### config.mk
export PLATFORM = sky130hd
export DESIGN_NAME = program_mem_responder_flat
export DESIGN_NICKNAME = d
export VERILOG_FILES = /design/src/rtl/program_mem_responder_if.sv /design/src/rtl/program_mem_responder.sv /design/src/flat_wrapper.sv
export SDC_FILE = /design/constraint.sdc
export NUM_CORES = 2
export LEC_CHECK = 0
export CAP_MARGIN = 0
export CORE_AREA = 3 3 554 556
export CTS_BUF_LIST = sky130_fd_sc_hd__clkbuf_4 sky130_fd_sc_hd__clkbuf_8
export CTS_CLUSTER_SIZE = 12
export DETAILED_ROUTE_END_ITERATION = 10
export DIE_AREA = 0 0 557 559
export SLEW_MARGIN = 40
export SYNTH_ARGS = -nofsm -noshare
export SYNTH_HDL_FRONTEND = slang
export SYNTH_SLANG_ARGS = --single-unit
export TNS_END_PERCENT = 10
### constraint.sdc
create_clock -name clk -period 2.7 [get_ports clk]
set_input_delay 0.27 -clock clk [delete_from_list [all_inputs] [get_ports clk]]
set_output_delay 0.27 -clock clk [all_outputs]
set_load 0.01 [all_outputs]
### src/rtl/program_mem_responder_if.sv
// Fetch-bus and program-loader signal bundle for program_mem_responder.
// master: CPU fetch side + load source (drives addr and load_*); slave: the responder.
// checksum is present only when MEM_CHECKSUM_EN is defined.
interface program_mem_responder_if #(
    parameter int ADDR_W = 8
);
    logic [15:0]     addr;        // CPU read address
    logic [7:0]      dout;        // registered read data (CPU din)
    logic            load_start;  // begin a load (honoured in IDLE only)
    logic            load_valid;  // load_data valid
    logic [7:0]      load_data;   // byte to write
    logic            load_last;   // final byte of the load (with load_valid)
    logic            load_ready;  // loader accepts a byte this cycle
    logic            load_done;   // one-cycle pulse at end of load
    logic            cpu_hold;    // hold CPU in reset while high
    logic [ADDR_W:0] load_count;  // bytes accepted in current/last load
`ifdef MEM_CHECKSUM_EN
    logic [7:0]      checksum;    // mod-256 sum of loaded bytes

    modport master (
        output addr, load_start, load_valid, load_data, load_last,
        input  dout, load_ready, load_done, cpu_hold, load_count, checksum
    );
    modport slave (
        input  addr, load_start, load_valid, load_data, load_last,
        output dout, load_ready, load_done, cpu_hold, load_count, checksum
    );
`else
    modport master (
        output addr, load_start, load_valid, load_data, load_last,
        input  dout, load_ready, load_done, cpu_hold, load_count
    );
    modport slave (
        input  addr, load_start, load_valid, load_data, load_last,
        output dout, load_ready, load_done, cpu_hold, load_count
    );
`endif
endinterface

### src/rtl/program_mem_responder.sv
// Program memory responder: serves CPU fetches (byte at addr -> dout) and fills memory from a
//   byte-serial valid/ready loader, holding the CPU in reset while a load is in progress.
// Latency: dout is registered, 1 cycle after addr. Loader accepts one byte per cycle in LOAD only.
// Ports: clk, reset (async, active-high), bus (program_mem_responder_if.slave).
// Optional feature macro: MEM_CHECKSUM_EN adds a running mod-256 checksum of loaded bytes.
module program_mem_responder #(
    parameter int         ADDR_W    = 8,
    parameter int         LOAD_BASE = 0,
    parameter logic [7:0] FILL_BYTE = 8'hEA
) (
    input  logic                     clk,
    input  logic                     reset,
    program_mem_responder_if.slave   bus
);
    localparam int                DEPTH    = 1 << ADDR_W;
    localparam logic [ADDR_W-1:0] BASE     = ADDR_W'(LOAD_BASE);
    localparam logic [ADDR_W-1:0] LAST_IDX = '1;

    typedef enum logic [1:0] {IDLE, LOAD, DONE} state_t;

    state_t          state;
    logic [7:0]      mem [DEPTH];
    logic [ADDR_W-1:0] ptr;
    logic [ADDR_W-1:0] wr_idx;
    logic            beat;
    logic            in_range;
    logic [7:0]      dout_q;
    logic            load_ready_q;
    logic            load_done_q;
    logic            cpu_hold_q;
    logic [ADDR_W:0] load_count_q;
`ifdef MEM_CHECKSUM_EN
    logic [7:0]      checksum_q;
`endif

    assign wr_idx   = BASE + ptr;
    // load_ready_q is only high in LOAD and drops asynchronously on reset, so it alone
    // gates memory writes and keeps them off during reset.
    assign beat     = bus.load_valid && load_ready_q;
    assign in_range = (bus.addr[15:ADDR_W] == '0);

    // Memory has no reset: program contents must survive a CPU/system reset.
    always_ff @(posedge clk) begin
        if (beat) begin
            mem[wr_idx] <= bus.load_data;
        end
    end

    always_ff @(posedge clk or posedge reset) begin
        if (reset) begin
            state        <= IDLE;
            dout_q       <= FILL_BYTE;
            load_ready_q <= 1'b0;
            load_done_q  <= 1'b0;
            cpu_hold_q   <= 1'b0;
            load_count_q <= '0;
            ptr          <= '0;
`ifdef MEM_CHECKSUM_EN
            checksum_q   <= '0;
`endif
        end else begin
            // Memory is being rewritten outside IDLE, so fetches see the fill opcode.
            dout_q <= (state == IDLE && in_range) ? mem[bus.addr[ADDR_W-1:0]] : FILL_BYTE;

            case (state)
                IDLE: begin
                    load_done_q <= 1'b0;
                    if (bus.load_start) begin
                        state        <= LOAD;
                        ptr          <= '0;
                        load_count_q <= '0;
                        load_ready_q <= 1'b1;
                        cpu_hold_q   <= 1'b1;
`ifdef MEM_CHECKSUM_EN
                        checksum_q   <= '0;
`endif
                    end
                end
                LOAD: begin
                    if (beat) begin
                        load_count_q <= load_count_q + (ADDR_W+1)'(1);
`ifdef MEM_CHECKSUM_EN
                        checksum_q   <= checksum_q + bus.load_data;
`endif
                        // Writing the top index ends the load so ptr never wraps.
                        if (bus.load_last || wr_idx == LAST_IDX) begin
                            state        <= DONE;
                            load_ready_q <= 1'b0;
                            load_done_q  <= 1'b1;
                        end else begin
                            ptr <= ptr + ADDR_W'(1);
                        end
                    end
                end
                DONE: begin
                    state       <= IDLE;
                    load_done_q <= 1'b0;
                    cpu_hold_q  <= 1'b0;
                end
                default: begin
                    state        <= IDLE;
                    load_ready_q <= 1'b0;
                    load_done_q  <= 1'b0;
                    cpu_hold_q   <= 1'b0;
                end
            endcase
        end
    end

    assign bus.dout       = dout_q;
    assign bus.load_ready = load_ready_q;
    assign bus.load_done  = load_done_q;
    assign bus.cpu_hold   = cpu_hold_q;
    assign bus.load_count = load_count_q;
`ifdef MEM_CHECKSUM_EN
    assign bus.checksum   = checksum_q;
`endif
endmodule
### src/flat_wrapper.sv
// flat-port wrapper written by rule: the top's interface ports become plain ports
module program_mem_responder_flat 
#(
    parameter int         ADDR_W    = 8,
    parameter int         LOAD_BASE = 0,
    parameter logic [7:0] FILL_BYTE = 8'hEA
)
  (clk, reset, bus_addr, bus_load_start, bus_load_valid, bus_load_data, bus_load_last, bus_dout, bus_load_ready, bus_load_done, bus_cpu_hold, bus_load_count);
  program_mem_responder_if #(.ADDR_W(ADDR_W)) bus_i ();
  input  logic clk;
  input  logic reset;
  input wire logic [$bits(bus_i.addr)-1:0] bus_addr;
  input wire logic [$bits(bus_i.load_start)-1:0] bus_load_start;
  input wire logic [$bits(bus_i.load_valid)-1:0] bus_load_valid;
  input wire logic [$bits(bus_i.load_data)-1:0] bus_load_data;
  input wire logic [$bits(bus_i.load_last)-1:0] bus_load_last;
  output wire logic [$bits(bus_i.dout)-1:0] bus_dout;
  output wire logic [$bits(bus_i.load_ready)-1:0] bus_load_ready;
  output wire logic [$bits(bus_i.load_done)-1:0] bus_load_done;
  output wire logic [$bits(bus_i.cpu_hold)-1:0] bus_cpu_hold;
  output wire logic [$bits(bus_i.load_count)-1:0] bus_load_count;
  assign bus_i.addr = bus_addr;
  assign bus_i.load_start = bus_load_start;
  assign bus_i.load_valid = bus_load_valid;
  assign bus_i.load_data = bus_load_data;
  assign bus_i.load_last = bus_load_last;
  assign bus_dout = bus_i.dout;
  assign bus_load_ready = bus_i.load_ready;
  assign bus_load_done = bus_i.load_done;
  assign bus_cpu_hold = bus_i.cpu_hold;
  assign bus_load_count = bus_i.load_count;
  program_mem_responder #(.ADDR_W(ADDR_W), .LOAD_BASE(LOAD_BASE), .FILL_BYTE(FILL_BYTE)) u_core (.clk(clk), .reset(reset), .bus(bus_i));
endmodule
# Yosys cells after proc, flatten, opt, wreduce, memory -nomap -nowiden
# Memory sizes are Yosys's and may differ from the RTL's.
# Index checks and enable logic that the tools add are counted.
# classes
addsub	2
eq_ne	7
muxes	22
bitwise	2
n_reduce_logical	12
# ops
op	n
8-bit 2-to-1 mux	4
9-bit 2-to-1 mux	2
9-bit one-hot mux with 2 select lines	1
8-bit one-hot mux with 2 select lines	1
9-bit by 1-bit adder with 9-bit output (second input constant)	1
8-bit by 1-bit adder with 8-bit output (second input constant)	1
8-bit == test (second input constant)	1
8-bit zero test	1
1-bit 2-to-1 mux	8
4-bit AND reduction	2
2-bit 2-to-1 mux	3
3-bit AND reduction	2
2-bit by 1-bit inequality test with 1-bit output (second input constant)	2
2-bit inequality test (second input constant)	2
2-bit one-hot mux with 2 select lines	1
2-bit AND reduction	2
1-bit one-hot mux with 3 select lines	1
2-bit by 1-bit == test with 1-bit output (second input constant)	1
2-bit == test (second input constant)	1
1-bit logical AND	2
2-bit zero test	1
1-bit inverter	2
1-bit one-hot mux with 2 select lines	1
2-bit nonzero test	1
1-bit logical OR	1
# totals
regBits	30
ramBits	2048
in_bits	29
output_inout_bits	20
wordCells	53
memories	1
# memory_table
memory	words	word_bits	read_ports	rd_clocked_by_memory_dff	write_ports	line_no	source
u_core.mem	256	8	1	0	1	program_mem_responder.sv:22	logic [7:0] mem [DEPTH];

# Logic depth before layout (Yosys ltp)
# depth
ltp_word	5
depth_mapped	13
depth_no_buf	7

# Least setup slack after synthesis
# Ideal clock, no wire load.
# synth_timing
path_type	input-to-reg
from	in bus_addr[15]
to	reg u_core.dout_q[0] (netlist: u_core.bus.dout[0])
setup_time_ps	66
t_arrival_ps	2244
required_time_ps	2634
setup_slack_ps	390
stages	7
n_path_buf	1
cell_sequence	or4_4 or4_4 buf_6 nor4_2 o31ai_1 a2111oi_2 a31o_1
# synth_via
elab_chain_cells	3
# synth_lines
item	line_no	source
start: declaration	flat_wrapper.sv:12	input wire logic [$bits(bus_i.addr)-1:0] bus_addr;
8-bit zero test	program_mem_responder.sv:40	assign in_range = (bus.addr[15:ADDR_W] == '0);
1-bit logical AND	program_mem_responder.sv:63	dout_q <= (state == IDLE && in_range) ? mem[bus.addr[ADDR_W-1:0]] : FILL_BYTE;
8-bit 2-to-1 mux	program_mem_responder.sv:63	
end signal: assignment	program_mem_responder.sv:63	
end: declaration	program_mem_responder.sv:27	logic [7:0] dout_q;
# No other way between the ends.
# A chain may end at the register's enable or synchronous reset.

# Worst setup path in the final report
# layout_timing
from	reg u_core.state[0]
to	reg u_core.dout_q[0] (netlist: u_core.bus.dout[0])
# layout_via
elab_chain_cells	3
# layout_lines
item	line_no	source
start: declaration	program_mem_responder.sv:21	state_t state;
start signal: assignment	program_mem_responder.sv:51	state <= IDLE;
start signal: assignment	program_mem_responder.sv:69	state <= LOAD;
start signal: assignment	program_mem_responder.sv:87	state <= DONE;
2-bit zero test	program_mem_responder.sv:63	
1-bit logical AND	program_mem_responder.sv:63	
8-bit 2-to-1 mux	program_mem_responder.sv:63	
# No other way between the ends.

==> impl_metrics.yaml <==
routing:
  avgRoutedWirePerCell_um: 24.5
  vias: 45370
  post-route-drc-count: 0
  drtIter0Drc: 5125
  first_pass_iters: 6
  viasPerCell: 4.84
  ant_nets: 0
  wl_um: 230000
logic_synthesis:
  synth-simple-area-share: 0.0315
  synth_compound_area_frac: 0.0402
  async_reset_ff_frac: 0.0144
  synth_area_per_cell_um2: 19.7
  ys_types: 65
  synth_adder_area_share: 0.000768
  synth_xor_area_frac: 0.00140
  synth_cells: 4139
  syn_area_um2: 81500
  synth-edff-count: 2048
  ys_ff_latch: 2078
  yosys.area.top_type: "edfxtp_1"
  synth_top_family_by_area: "multiplexers"
  synth_top_cell_area_share: 0.755
  synth_nets: 4173
  muxShareOfSynthArea: 0.142
  yosysSeqAreaShare: 0.764
  yosys-top-cells-area: "edfxtp_1, mux4_2, mux2i_1"
  synthFlopType: "edfxtp_1"
  ys_warn_count: 0
placed_design:
  port_buffers: 48
  dp_cells: 8756
  gp_congestion: 0.881
  place_hpwl_um: 150000
  place_area_um2: 93000
  place_ws_ns: -0.716
sta:
  finalHoldViolations: 0
  fin_crit_sh: 0.959
  slew_headroom: 0.446
  drv_slew: 0
  fmaxAchievable_mhz: 386
  fin_hold_ws_ns: 0.143
  setup_tns_ns: 0
  fin_ws_ns: 0.110
  finalSetupViolations: 0
  finClkSkew_ns: 0.114
  worst_pin_slew_ns: 0.831
  rsz0062_at_grt: "false"
  fin_crit_ns: 2.59
cts:
  cts_tree: "done"
  clockBufferDepth: 4
  clock_sinks: 2078
  root_buffer: "clkbuf_8"
  cts_setup_buffers: 0
  htreeDepth: 5
  clk_latency_ns: 1.06
  cts_inserted_buffers: 345
  clk_pin_slew_ns: 0.06
setup_path:
  cp_cell_sequence: "or2_2, or4_4, nor4_2, o31ai_1, a2111oi_2, a31o_1"
  crit_fanout: 5
  criticalPathCategory: "reg -> reg"
  cp_num_buf_inv: 0
  critPathArrivalTime_ns: 3.54
  worstPathRequired_ns: 3.65
  critPathSlowestCell: "or4_4"
  worstSetupEndpointType: "flip-flop"
  crit_path_max_incr_delay_ns: 0.61
  crit_path_start_kind: "flip-flop"
  cpLargestDelayFamily: "simple AND/OR/NAND/NOR gates"
pwr:
  p_leak_nw: 33.2
  peakVddDrop_mv: 0.372
  power_mw: 66.2
  power_density_nw_per_um2: 664
outcome:
  outcome: "completed"
grt:
  grt_pass1_wl_um: 329000
  antenna_found_initial: 12
  grt_pass1_vias: 45873
  grt_usage: 0.144
  grt_max_degree: 86
  grt_overflow: 0
final_layout:
  drive_gt1_frac: 0.321
  layout_common_cells: "edfxtp_1, buf_4, mux2i_1, clkbuf_8, mux4_2"
  final_area_um2: 99700
  stdcell_count: 9370
  nFillCells: 28547
  utilization: 0.330
  fin_nets: 5172
  area_growth_pct: 22.4
  final_common_cell: "edfxtp_1"
floorplanning:
  io_pins: 49
  core_um2: 303000
  row_count: 202
  start_util: 0.269
  die_x_um: 557
  die_area_um2: 311000
  die_y_um: 559
min_path:
  hp-class: "in -> reg"
job:
  max-cap-violations: 0
## kinds of logic after synthesis
| kind of cell | after synthesis |
|---|---|
| compound gates | 467 |
| mux | 735 |
| simple gates | 576 |
| xor+xnor | 13 |
| buf+inv | 265 |
| fa+ha+maj | 5 |
| flops | 2078 |
## layout make-up
class                   count  area, um2  share of cell area
repair buffers            906       8250              0.0827
multi-input cells        1796      17600               0.177
clock buffers             450       5560              0.0558
well taps                3978       4980              0.0499
inverters                  11       46.3            0.000464
flip-flops and latches   2078      62300               0.624
diodes                      9       22.5            0.000226
clock inverters           142        966             0.00969
## sequential cells by signal, indices dropped and copies added, names as in the netlist
signal and cells:
u_core.bus.dout 8, u_core.bus.load_done 1, u_core.ptr 8, u_core.bus.load_count 9, u_core.mem 2048, u_core.state 2
u_core.bus.cpu_hold 1, u_core.bus.load_ready 1
## report_power, final
group          switching (mW)  internal (mW)  leakage, nW
Combinational            2.33           1.55         11.0
Sequential                  0           35.4         18.8
Clock                    12.3           14.6         3.45
## final timing paths
check | endpoint | slack, ns | cells past startpoint | startpoint
worst min-delay path | u_core.bus.dout[2] | 0.14 | 5 | bus_addr[3]
worst min register to register | u_core.bus.load_done | 0.53 | 2 | u_core.bus.load_done
max in group asynchronous | u_core.bus.dout[0] | 2.02 | 3 | reset
worst max register to register | u_core.bus.dout[0] | 0.11 | 6 | u_core.state[0]
min in group asynchronous | u_core.bus.load_count[3] | 0.18 | 3 | reset
worst max-delay path | u_core.bus.dout[0] | 0.11 | 6 | u_core.state[0]
## worst min-delay path, delay by kind of cell
kind | cells | cell delay (ns)
AOI/OAI and AO/OA | 2 | 0.22
buffers and inverters | 2 | 0.42
and+or+nand+nor | 1 | 0.20
## repair_timing
item / CTS / global route
endpoints found under the setup margin: 0 / 1
resized for setup: 0 / 0
hold endpoints to repair: 1084 / 0
hold buffers: 13 / 0
## per-layer routing
| metal | wire length (um) | GRT usage | share of wire |
|---|---|---|---|
| met1 | 93800 | 0.192 | 0.41 |
| met3 | 18100 | 0.0279 | 0.079 |
| met2 | 109000 | 0.230 | 0.47 |
| met5 | 55 | 0 | 0.00024 |
| met4 | 8600 | 0.0541 | 0.037 |
## synthesized netlist by cell type (4+ instances only)
cell         n
a211oi_1     6
a21oi_1     91
a22oi_1      5
and3_1       9
buf_1       12
buf_2       25
buf_4       24
buf_6       49
buf_8       12
clkbuf_1   132
clkinv_1     4
dfrtp_1     25
dfstp_2      5
edfxtp_1  2048
ha_1         5
inv_1        7
mux2i_1    396
mux4_2     335
nand2_1     73
nand2b_1     4
nand3_1     35
nand4_1     13
nor2_1     298
nor2b_1      6
nor3_1      98
nor4_1      14
o21a_1       5
o21ai_0     64
o221ai_1   181
o22ai_1     84
o31ai_1      6
or3_1        6
xnor2_1      4
xor2_1       9
No activity file was read; power rests on OpenSTA's default activity.
